==> src/rtl/seg_display_scheduler.sv <==
// Shares the eight-digit seven-segment display among N_REQ requesters: round-robin grant,
// then one clear word and eight write+shift digit loads, then a minimum display hold.
module seg_display_scheduler #(
    parameter int N_REQ           = 4,
    parameter int GAP_CYCLES      = 2,
    parameter int MIN_HOLD_CYCLES = 100_000_000,
    parameter int LZ_BLANK        = 0
) (
    input  logic                clk,
    input  logic                rst,
    input  logic [N_REQ-1:0]    req,
    input  logic [N_REQ*32-1:0] value,
    input  logic [N_REQ*8-1:0]  blank,
    output logic [N_REQ-1:0]    grant,
    output logic [N_REQ-1:0]    done,
    output logic                busy,
    output logic                cmd_valid,
    output logic [31:0]         cmd_data,
    input  logic                cmd_ready
);
    localparam int OW = (N_REQ > 1) ? $clog2(N_REQ) : 1;
    localparam int GW = (GAP_CYCLES > 1) ? $clog2(GAP_CYCLES) : 1;
    localparam int HW = (MIN_HOLD_CYCLES > 1) ? $clog2(MIN_HOLD_CYCLES) : 1;
    localparam logic [GW-1:0] GAP_LAST  = GW'((GAP_CYCLES > 0) ? GAP_CYCLES - 1 : 0);
    localparam logic [HW-1:0] HOLD_LAST = HW'((MIN_HOLD_CYCLES > 0) ? MIN_HOLD_CYCLES - 1 : 0);
    localparam logic [OW-1:0] OWNER_MAX = OW'(N_REQ - 1);
    localparam logic [31:0]   CLEAR_WORD = 32'h0001_0000;
    localparam logic [31:0]   DIGIT_BASE = 32'h0100_0100;
    localparam logic [3:0]    LAST_WORD  = 4'd8;

    typedef enum logic [1:0] {IDLE, CMD, GAP, HOLD} state_t;

    state_t          state, state_nxt;
    logic [OW-1:0]   ptr, owner, pick;
    logic            pick_vld;
    logic [31:0]     val_q;
    logic [7:0]      blk_q;
    logic [3:0]      wcnt;
    logic [2:0]      dig_sel;
    logic [GW-1:0]   gap_cnt;
    logic [HW-1:0]   hold_cnt;

    // Off bit covers the explicit mask and, optionally, zero digits above the last non-zero one.
    function automatic logic [31:0] digit_word(input logic [31:0] v, input logic [7:0] b,
                                               input logic [2:0] d);
        logic [31:0] upper;
        logic        off;
        upper = v >> {d, 2'b00};
        off   = b[d] | ((LZ_BLANK != 0) && (d != 3'd0) && (upper == 32'd0));
        return DIGIT_BASE | {27'd0, off, upper[3:0]};
    endfunction

    // First requester at or after ptr, scanning upward with wrap; lowest offset wins.
    always_comb begin
        int j;
        j        = 0;
        pick     = ptr;
        pick_vld = 1'b0;
        for (int k = N_REQ - 1; k >= 0; k--) begin
            j = int'(ptr) + k;
            if (j >= N_REQ) j = j - N_REQ;
            if (req[j]) begin
                pick     = OW'(j);
                pick_vld = 1'b1;
            end
        end
    end

    always_ff @(posedge clk) begin
        if (rst) state <= IDLE;
        else     state <= state_nxt;
    end

    always_comb begin
        state_nxt = state;
        case (state)
            IDLE: if (pick_vld) state_nxt = CMD;
            CMD:  if (cmd_ready) state_nxt = GAP;
            GAP: begin
                if (wcnt == LAST_WORD)       state_nxt = (MIN_HOLD_CYCLES == 0) ? IDLE : HOLD;
                else if (gap_cnt == GAP_LAST) state_nxt = CMD;
            end
            HOLD: if (hold_cnt == HOLD_LAST) state_nxt = IDLE;
            default: state_nxt = IDLE;
        endcase
    end

    always_ff @(posedge clk) begin
        if (rst) begin
            ptr      <= '0;
            wcnt     <= '0;
            gap_cnt  <= '0;
            hold_cnt <= '0;
        end else begin
            case (state)
                IDLE: if (pick_vld) wcnt <= '0;
                CMD:  gap_cnt <= '0;
                GAP: begin
                    if (wcnt == LAST_WORD) begin
                        ptr      <= (owner == OWNER_MAX) ? '0 : owner + 1'b1;
                        hold_cnt <= '0;
                    end else if (gap_cnt == GAP_LAST) begin
                        wcnt    <= wcnt + 4'd1;
                        gap_cnt <= '0;
                    end else begin
                        gap_cnt <= gap_cnt + 1'b1;
                    end
                end
                HOLD: hold_cnt <= hold_cnt + 1'b1;
                default: ;
            endcase
        end
    end

    // The winner's inputs are captured once; later changes on req/value do not disturb the sequence.
    always_ff @(posedge clk) begin
        if (state == IDLE && pick_vld) begin
            owner <= pick;
            val_q <= value[pick*32 +: 32];
            blk_q <= blank[pick*8 +: 8];
        end
    end

    assign dig_sel = 3'(wcnt - 4'd1);

    always_comb begin
        grant     = '0;
        done      = '0;
        busy      = (state != IDLE);
        cmd_valid = (state == CMD);
        cmd_data  = '0;
        if (state == CMD || state == GAP) grant[owner] = 1'b1;
        if (state == GAP && wcnt == LAST_WORD) done[owner] = 1'b1;
        if (state == CMD) cmd_data = (wcnt == 4'd0) ? CLEAR_WORD : digit_word(val_q, blk_q, dig_sel);
    end
endmodule
==> config.mk <==
export PLATFORM = sky130hd
export DESIGN_NAME = seg_display_scheduler
export DESIGN_NICKNAME = d
export VERILOG_FILES = /design/src/rtl/seg_display_scheduler.sv
export SDC_FILE = /design/constraint.sdc
export NUM_CORES = 1
export LEC_CHECK = 0
export BUFFER_PORTS_ARGS = -buffer_cell sky130_fd_sc_hd__buf_2
export CAP_MARGIN = 0
export CORE_UTILIZATION = 53
export CTS_CLUSTER_SIZE = 8
export DETAILED_ROUTE_END_ITERATION = 7
export GPL_ROUTABILITY_DRIVEN = 0
export PLACE_DENSITY = 0.86
export SYNTH_ARGS = -nofsm -noshare
export SYNTH_HDL_FRONTEND = slang
export SYNTH_SLANG_ARGS = --single-unit
==> constraint.sdc <==
create_clock -name clk -period 9 [get_ports clk]
set_input_delay 1.8 -clock clk [delete_from_list [all_inputs] [get_ports clk]]
set_output_delay 1.8 -clock clk [all_outputs]
set_load 0.005 [all_outputs]
==> results.md, run 1 <==
* Outcome: finished clean
* Post-synthesis cell count at 485
* Final WL at 13.06 mm
* Final setup skew at 0.01663 ns
* Worst VDD drop at 0.1193 mV
* Vias per std cell at 5.451
* Total die area at 10310 um^2
* Library cells used by synthesis at 56
* Rows at 35
* Arrival @ worst endpoint at 2.83 ns
* XOR/XNOR share of the synthesized area at 3.671%
* Grt total ovfl at 0
* DPL Wire Length at 10.22 mm
* CTS sink count at 78
* Unrepaired setup endpoints after global routing: no
* Insertion delay to the later sink of the worst-skew pair at 0.36 ns
* Largest net degree at the start of global routing at 49
* CTS tree: yes
* Via count at 4301
* Combinational family with the most area after synthesis: multiplexers
* Endpoints failing setup at 0
* Post-synth top area share at 24.03%
* Layout cell share with drive strength beyond 1 at 33.79%
* Antenna Cells at 0
* Top cells by area, synth: edfxtp_1 24%, mux2i_1 24%, dfxtp_1 14%
* Routed len/inst at 16.56 um
* GRT Total Usage at 26.47%
* Worst relative slew slack at 24.49%
* Nets at 835
* CTS clk-pin slew, worst paths at 0.08 ns
* Worst Setup Path Type: flip-flop to primary output
* Post-Synth Adder-Cell Area at 3.099%
* Asr flop ratio synth at 0%
* Power Dens Cells at 172.6 nW/um^2
* Worst hold path class: flip-flop to flip-flop
* Core area at 9415 um^2
* CP max FO at 13
* Worst-margin pin slew at 1.130 ns
* Period utilisation layout at 51.39%
* Fin Setup TNS at 0 ns
* IO buf count at 184
* Yosys reg bits at 78
* EDFF count, synth at 42
* Post-synthesis compound-gate area fraction at 5.316%
* Simple-gate portion of the synthesized area at 12.87%
* Slew Limit Fails at 0
* Maxcap violations at 0
* Vias in the first global route at 4310
* H-tree Lvls at 3
* Leak Pwr at 2.623 nW
* DRT iter0 DRCs at 222
* Layout area overhead at 19.33%
* Number of setup buffers added after CTS at 0
* Final Cell Area at 6264 um^2
* Min cycle time layout at 4.626 ns
* PostCTS Resize Cnt at 0
* Max clock buf depth at 2
* Mux share of post-synthesis cell area at 28.56%
* Critical path required time at 7.20 ns
* Num CTS Buffers at 9
* Synth Cell Area at 5249 um^2
* Fmax at 216.2 MHz
* Clock root cell: clkbuf_8
* DRC at 0
* Final hold vios at 0
* YS warnings at 0
* Drt pass-1 iters at 4
* Crit end category: primary output
* Syn Area/Cell at 10.82 um^2
* First-pass GRT wire length at 20.57 mm
* Prevailing post-synth register cell: edfxtp_1
* Placed cell area at 6070 um^2
* Initial antenna violation count at 0
* I/O pin total at 209
* Crit path launch type: flip-flop
* Die span in y at 101.5 um
* Remaining antenna violation count at 0
* Initial Util at 55.75%
* Die Wd at 101.5 um
* Area leader, netlist: edfxtp_1
* Seq/Total Area, Yosys at 37.76%
* Hold_buf cts at 0
worst max-delay path, cell delays in order (launching register included):
cell     delay, ns
dfxtp_1       0.82
inv_1         0.20
ha_1          0.63
mux4_2        0.39
mux2i_1       0.22
nor2_1        0.06
buf_2         0.16
area by class of cell:
class                      count  area, um^2
fill                         737        3152
multi-input combinational    361        2919
sequential                    78        1982
timing repair buffer         186       935.9
tap                          129       161.4
clock buffer                  10       127.6
inverter                      19       71.32
clock inverter                 6       66.31
through the flow:
step	worst slack (ns)	std cells	utilization [%]	total power, mW	hold WS [ns]
floorplan	4.928	508	-	0.7172	0.4670
global placement	4.865	773	64.47	0.8069	0.4846
detailed placement	4.768	773	64.47	0.8204	0.5061
CTS	4.364	789	66.52	1.084	0.5186
global route	4.174	789	66.52	1.135	0.5523
finish	4.374	789	66.52	1.081	0.5235
state kept, by name (all words and copies together), names as in the netlist:
name	flops
wcnt	4
val_q	32
gap_cnt	1
blk_q	8
hold_cnt	27
ptr	2
state	2
owner	2
metal layers:
metal,GRT usage [%],routed length [um],up-vias
met5,0,0,-
met4,13.15,503,0
met3,5.659,734,38
met2,47.51,6838,187
met1,29.62,4984,2009
li1,-,-,2067
cells in the final DEF, fill, tap and decap left out, types with 4 or more instances in the layout:
cell type / count
dfxtp_1: 36
o21ai_0: 4
mux2i_1: 125
a21oi_1: 13
xnor2_1: 20
ha_1: 13
buf_2: 184
mux4_2: 10
nor2_1: 41
nand2_1: 17
edfxtp_1: 42
nand2b_1: 5
or3_1: 4
clkbuf_8: 9
nor3_1: 9
inv_1: 19
and2_1: 8
nand3_1: 13
nor4_1: 6
conb_1: 24
and3_1: 4
synth_stat cells, types with 3 or more instances:
library cell  number
mux2i_1          125
edfxtp_1          42
nor2_1            42
dfxtp_1           36
buf_4             27
xnor2_1           20
inv_1             19
nand2_1           17
a21oi_1           13
ha_1              13
nand3_1           13
buf_6             11
mux4_2            10
nor3_1             9
and2_1             8
buf_2              8
nor4_1             6
nand2b_1           5
and3_1             4
o21ai_0            4
or3_1              4
clkbuf_1           3
nor2b_1            3
o22ai_1            3
kinds of logic (layout without fill, tap and decap cells):
group,Yosys count,after routing
muxes,137,137
and+or+nand+nor,128,128
DFF,78,78
buffers and inverters,69,221
AOI/OAI and AO/OA,37,37
xor gates and xnor gates,22,22
adders and majority gates,13,13
other,1,24
power by group:
group	internal, mW	switching (mW)	leakage (nW)
registers	0.489	0.0381	0.708
clock network	0.131	0.136	0.102
logic	0.128	0.159	1.81
path summary, 6_finish.rpt:
check                  to  slack [ns]  depth (start not counted)    startpoint
min          hold_cnt[16]        0.52                          2  hold_cnt[16]
max reg2reg   hold_cnt[6]        6.08                          7       wcnt[0]
max           cmd_data[0]        4.37                          6       wcnt[0]
min reg2reg  hold_cnt[16]        0.52                          2  hold_cnt[16]
Power figures use the tool's default switching activity.
==> run 2: changes to the inputs <==
--- a/config.mk
+++ b/config.mk
@@ -7,11 +7,11 @@
 export LEC_CHECK = 0
 export BUFFER_PORTS_ARGS = -buffer_cell sky130_fd_sc_hd__buf_2
 export CAP_MARGIN = 0
-export CORE_UTILIZATION = 53
+export CORE_UTILIZATION = 45
 export CTS_CLUSTER_SIZE = 8
 export DETAILED_ROUTE_END_ITERATION = 7
 export GPL_ROUTABILITY_DRIVEN = 0
-export PLACE_DENSITY = 0.86
+export PLACE_DENSITY = 0.78
 export SYNTH_ARGS = -nofsm -noshare
 export SYNTH_HDL_FRONTEND = slang
 export SYNTH_SLANG_ARGS = --single-unit
==> constraint.sdc (replaced) <==
create_clock -name clk -period 4 [get_ports clk]
set_input_delay 0.8 -clock clk [delete_from_list [all_inputs] [get_ports clk]]
set_output_delay 0.8 -clock clk [all_outputs]
set_load 0.005 [all_outputs]
==> results.md, run 2 (same netlist as run 1, synthesis figures left out) <==
* Rows at 39
* H-tree Lvls at 3
* Die Wd at 110 um
* CTS sink count at 78
* Non-Filler Instances at 808
* Max FFs per register at 32
* CP max FO at 11
* Die span in y at 110 um
* Max clock buf depth at 2
* Placed insts at 791
* Largest net degree at the start of global routing at 43
* CP startpoint: wcnt[1]
* Initial Util at 46.16%
* Period utilisation layout at 74.60%
* Remaining antenna violation count at 0
* Insertion delay to the later sink of the worst-skew pair at 0.34 ns
* Vias in the first global route at 4140
* Final WL at 12.35 mm
* Hold_buf cts at 0
* Final setup skew at 0.007313 ns
* Min cycle time layout at 2.984 ns
* Hold_ws at 0.5220 ns
* CTS tree: yes
* Unrepaired setup endpoints after global routing: no
* Fillers at 977
* Fin Setup TNS at 0 ns
* Worst hold path class: flip-flop to flip-flop
* Crit path launch type: flip-flop
* End of the critical path: cmd_data[1]
* Worst relative slew slack at 23.41%
* Worst-margin pin slew at 1.146 ns
* Number of setup buffers added after CTS at 0
* Crit end category: primary output
* Power Dens Cells at 402.7 nW/um^2
* Outcome: finished clean
* Total die area at 12100 um^2
* Commonest non-fill, non-tap cell in the layout: buf_2
* IO buf count at 184
* R2r setup slk at 1.51 ns
* Routed len/inst at 15.29 um
* Via count at 4207
* DRT iter0 DRCs at 171
* Top Registers: val_q (32), hold_cnt (27), blk_q (8)
* Core area at 11370 um^2
* Worst VDD drop at 0.2276 mV
* Path depth of the worst reg2reg path at 7
* Maxcap violations at 0
* CTS clk-pin slew, worst paths at 0.06 ns
* Placed cell area at 6138 um^2
* Clock root cell: clkbuf_16
* Drt pass-1 iters at 4
* Most frequent cells in the layout: 184 x buf_2, 125 x mux2i_1, 42 x edfxtp_1
* Initial antenna violation count at 0
* DPL Wire Length at 9.579 mm
* Layout cell share with drive strength beyond 1 at 34.04%
* Arrival @ worst endpoint at 2.18 ns
* Vias per std cell at 5.207
* Leak Pwr at 2.669 nW
* I/O pin total at 209
* GRT Total Usage at 20.99%
* Reg2reg start: state[0]
* Reg2reg end: hold_cnt[18]
* Nets at 839
* PostCTS Resize Cnt at 0
* Num CTS Buffers at 9
* Fmax at 335.1 MHz
* Endpoints failing setup at 0
* Final Cell Area at 6419 um^2
* Register with the most flip-flops: val_q
* Final hold vios at 0
* Critical path required time at 3.20 ns
* Layout area overhead at 22.29%
* Grt total ovfl at 0
* Slew Limit Fails at 0
* DRC at 0
* Worst Setup Path Type: flip-flop to primary output
* First-pass GRT wire length at 19.31 mm
[run 2: cell count changes in the layout (fill, tap and decap cells not counted), sizes merged]
| cell | previous run | this run |
|---|---|---|
| inv | 24 | 19 |
| buf | 186 | 190 |
| clkinv | 0 | 3 |
| clkinvlp | 0 | 3 |
| bufinv | 1 | 0 |
| diode | 0 | 1 |
[run 2: where the power goes]
part,internal [mW],switching (mW)
clock,0.423,0.333
combinational,0.294,0.360
sequential,1.10,0.0745
[run 2: through the flow]
step                util (%)  setup WS, ns  power [mW]
detailed placement     53.99         1.342       1.853
CTS                    56.43        0.9982       2.615
floorplan                  -        0.9281       1.614
global route           56.43        0.8773       2.721
finish                 56.45         1.016       2.585
global placement       53.99         1.419       1.806
[run 2: final cells by class]
type / instances / area, um^2 / area share, %
timing repair buffer: 190 / 991.0 / 15.44
clock inverter: 6 / 48.80 / 0.7602
clock buffer: 10 / 229.0 / 3.567
tap: 143 / 178.9 / 2.788
sequential: 78 / 1982 / 30.88
antenna: 1 / 2.502 / 0.03899
inverter: 19 / 71.32 / 1.111
multi-input combinational: 361 / 2915 / 45.42
[run 2: worst min-delay path by stage]
| stage | to | cells past startpoint | from | slack (ns) |
|---|---|---|---|---|
| floorplan | hold_cnt[5] | 2 | hold_cnt[5] | 0.47 |
| global placement | hold_cnt[5] | 2 | hold_cnt[5] | 0.48 |
| detailed placement | gap_cnt | 2 | gap_cnt | 0.51 |
| CTS | gap_cnt | 2 | gap_cnt | 0.52 |
| global route | gap_cnt | 2 | gap_cnt | 0.54 |
| finish | gap_cnt | 2 | gap_cnt | 0.52 |
[run 2: layer usage]
layer,routed length (um),vias up,share of wire (%),GRT usage [%]
met4,296,0,2.4,8.286
met3,637,20,5.2,5.350
li1,-,2066,-,-
met1,4565,1972,37,22.52
met5,0,-,0,0
met2,6854,149,55,39.11
[run 2: critical path: stages, from the launching register on]
cell     delay, ns
dfxtp_1       0.37
inv_1         0.09
ha_1          0.63
mux4_2        0.39
mux2i_1       0.14
nor2_1        0.06
buf_2         0.15
==> run 3: changes to the inputs <==
--- a/config.mk
+++ b/config.mk
@@ -5,13 +5,14 @@
 export SDC_FILE = /design/constraint.sdc
 export NUM_CORES = 1
 export LEC_CHECK = 0
+export ABC_AREA = 1
 export BUFFER_PORTS_ARGS = -buffer_cell sky130_fd_sc_hd__buf_2
 export CAP_MARGIN = 0
-export CORE_UTILIZATION = 45
+export CORE_UTILIZATION = 52
 export CTS_CLUSTER_SIZE = 8
 export DETAILED_ROUTE_END_ITERATION = 7
 export GPL_ROUTABILITY_DRIVEN = 0
-export PLACE_DENSITY = 0.78
+export PLACE_DENSITY = 0.82
 export SYNTH_ARGS = -nofsm -noshare
 export SYNTH_HDL_FRONTEND = slang
 export SYNTH_SLANG_ARGS = --single-unit
==> constraint.sdc (replaced) <==
create_clock -name clk -period 2.76 [get_ports clk]
set_input_delay 0.552 -clock clk [delete_from_list [all_inputs] [get_ports clk]]
set_output_delay 0.552 -clock clk [all_outputs]
set_load 0.005 [all_outputs]
==> results.md, run 3 <==
* Outcome: finished clean
* Post-synth top area share at 20.50%
* Largest net degree at the start of global routing at 73
* PostCTS Resize Cnt at 0
* CTS sink count at 78
* Non-Filler Instances at 1290
* Gate power share at 35.9%
* I/O pin total at 209
* Period utilisation layout at 93.40%
* Power Total at 4.752 mW
* Reg2reg end: hold_cnt[7]
* Final Cell Area at 7395 um^2
* Crit end category: primary output
* Layout area overhead at 20.17%
* Max FFs per register at 32
* Worst hold path class: input pin to flip-flop
* Power Dens Cells at 642.6 nW/um^2
* Seq/Total Area, Yosys at 32.21%
* Drt pass-1 iters at 8
* Clock root cell: clkbuf_16
* EDFF count, synth at 42
* YS warnings at 0
* DPL Wire Length at 11.35 mm
* Nets at 1322
* Worst-margin pin slew at 0.5231 ns
* Library cells used by synthesis at 35
* Insertion delay to the later sink of the worst-skew pair at 0.33 ns
* Critical path required time at 2.21 ns
* Fin Setup TNS at 0 ns
* P_sw at 1.651 mW
* Leak Pwr at 4.138 nW
* Asr flop ratio synth at 0%
* Slew Limit Fails at 0
* Fmax at 387.9 MHz
* Layout cell share with drive strength beyond 1 at 19.44%
* Pint at 3.101 mW
* Most frequent cells in the layout: 222 x inv_1, 212 x nand2_1, 184 x buf_2
* Reg power frac at 36.1%
* IO buf count at 184
* Endpoints failing setup at 0
* H-tree Lvls at 3
* GRT Max-Usage Layer: met2
* Number of setup buffers added after CTS at 0
* Worst VDD drop at 0.4742 mV
* Reg2reg start: state[0]
* Antenna Cells at 0
* Met2 Track Usage GR at 43.89%
* Commonest non-fill, non-tap cell in the layout: inv_1
* Unrepaired setup endpoints after global routing: no
* Hold Path Depth at 2
* GRT Total Usage at 24.84%
* Grt total ovfl at 0
* Arrival @ worst endpoint at 2.03 ns
* Worst Setup Path Type: flip-flop to primary output
* Area leader, netlist: edfxtp_1
* Maxcap violations at 0
* Remaining antenna violation count at 0
* Hold_ws at 0.4775 ns
* Placed cell area at 7063 um^2
* Yosys reg bits at 78
* GR met1 Demand/Resource at 29.79%
* Hold_buf cts at 0
* Num CTS Buffers at 9
* Syn Area/Cell at 6.318 um^2
* Crit path launch type: flip-flop
* Vias in the first global route at 5876
* Path depth of the worst reg2reg path at 8
* DRT iter0 DRCs at 447
* Total die area at 12270 um^2
* DRC at 0
* Final WL at 15.08 mm
* Die Wd at 110.8 um
* Top Registers: val_q (32), hold_cnt (27), blk_q (8)
* Register with the most flip-flops: val_q
* CTS clk-pin slew, worst paths at 0.06 ns
* Post-synthesis cell count at 974
* Worst relative slew slack at 65.13%
* Core area at 11470 um^2
* Crit-path max cell delay at 0.36 ns
* First-pass GRT wire length at 25.50 mm
* Vias per std cell at 4.988
* Routed len/inst at 11.69 um
* CTS tree: yes
* Worst Hold End: state[1]
* Initial antenna violation count at 0
* Final setup skew at 0.007083 ns
* Min cycle time layout at 2.578 ns
* Die span in y at 110.8 um
* Rows at 39
* GR Layer Usage met3 at 4.046%
* Switching portion of total power at 34.75%
* Clock share of power at 28.0%
* Top cells by area, synth: edfxtp_1 20%, nand3_1 15%, inv_1 14%
* CP max FO at 10
* Worst path slowest cell: ha_1
* Placed insts at 1274
* Final hold vios at 0
* Top post-synthesis cells by count: 222 x inv_1, 212 x nand2_1, 179 x nand3_1
* Cell mode on critical path: o21ai_0
* Most instantiated library cell after synthesis: inv_1
* Crit-path cells: inv_1 > ha_1 > clkinv_1 > o21ai_0 > o22ai_1 > o21ai_0 > a31oi_1 > buf_2
* Via count at 6434
* Max clock buf depth at 2
* Worst hold start: rst
* R2r setup slk at 0.43 ns
* Synth Cell Area at 6153 um^2
* Initial Util at 53.66%
* Prevailing post-synth register cell: edfxtp_1
## run 3: cell types whose count changed after synthesis, moves of 10 or more
cell     before  now
inv_1        19  222
nand2_1      17  212
nand3_1      13  179
mux2i_1     125    0
o21ai_0       4   44
nor2_1       42   74
xnor2_1      20    0
buf_2         8   26
a21oi_1      13   26
mux4_2       10    0
## run 3: layer usage
metal | vias to the layer above | part of all wire, %
li1 | 3337 | -
met1 | 2840 | 42
met2 | 216 | 50
met3 | 41 | 5.3
met4 | 0 | 3.2
met5 | - | 0
## run 3: final cells by class
type                            instances  area (um^2)
Multi-Input combinational cell        628         2980
Inverter                              226        850.8
Sequential cell                        78         1982
Clock inverter                          5        98.84
Timing Repair Buffer                  199         1071
Clock buffer                           11        232.7
Tap cell                              143        178.9
Fill cell                            1039         4073
## run 3: how the worst max path moves through the flow
| stage | from | end | depth (start not counted) | slack [ns] |
|---|---|---|---|---|
| 3_5_place_dp | state[0] | hold_cnt[7] | 8 | 0.44 |
| 3_3_place_gp | req[3] | val_q[21] | 14 | 0.48 |
| 2_1_floorplan | req[3] | blk_q[0] | 6 | 0.19 |
| 4_1_cts | wcnt[1] | cmd_data[3] | 8 | 0.17 |
| 6_report | wcnt[1] | cmd_data[3] | 8 | 0.18 |
| 5_1_grt | wcnt[1] | cmd_data[3] | 8 | 0.03 |
## run 3: cell families (layout without fill, tap and decap cells)
logic type	Yosys count	count (layout)	share of synthesized area [%]
fa+ha+maj	13	13	2.643
other cells	1	24	0.06094
buf+inv	291	441	20.94
simple gates	495	495	35.36
flops	78	78	32.21
compound gates	94	94	8.499
xor+xnor	2	2	0.2847
## run 3: stage by stage
stage	setup WS, ns	utilization (%)
4_1_cts	0.1699	64.48
5_1_grt	0.02661	64.48
3_5_place_dp	0.4384	61.59
2_1_floorplan	0.1949	-
6_report	0.1823	64.48
3_3_place_gp	0.4824	61.59
## run 3: power by group through the flow
stage | Sequential (mW) | Combinational (mW) | Clock, mW
3_3_place_gp | 1.73 | 1.69 | 0
6_report | 1.72 | 1.70 | 1.33
5_1_grt | 1.75 | 1.95 | 1.41
2_1_floorplan | 1.70 | 1.16 | 0
3_5_place_dp | 1.74 | 1.71 | 0
4_1_cts | 1.72 | 1.72 | 1.35
## run 3: critical path, delay by kind of cell (launching register included)
family                   cells  cell delay [ns]
AO/OA/AOI/OAI                4             0.47
adder cells (fa/ha/maj)      1             0.36
buffers and inverters        3             0.52
flip-flops                   1             0.35
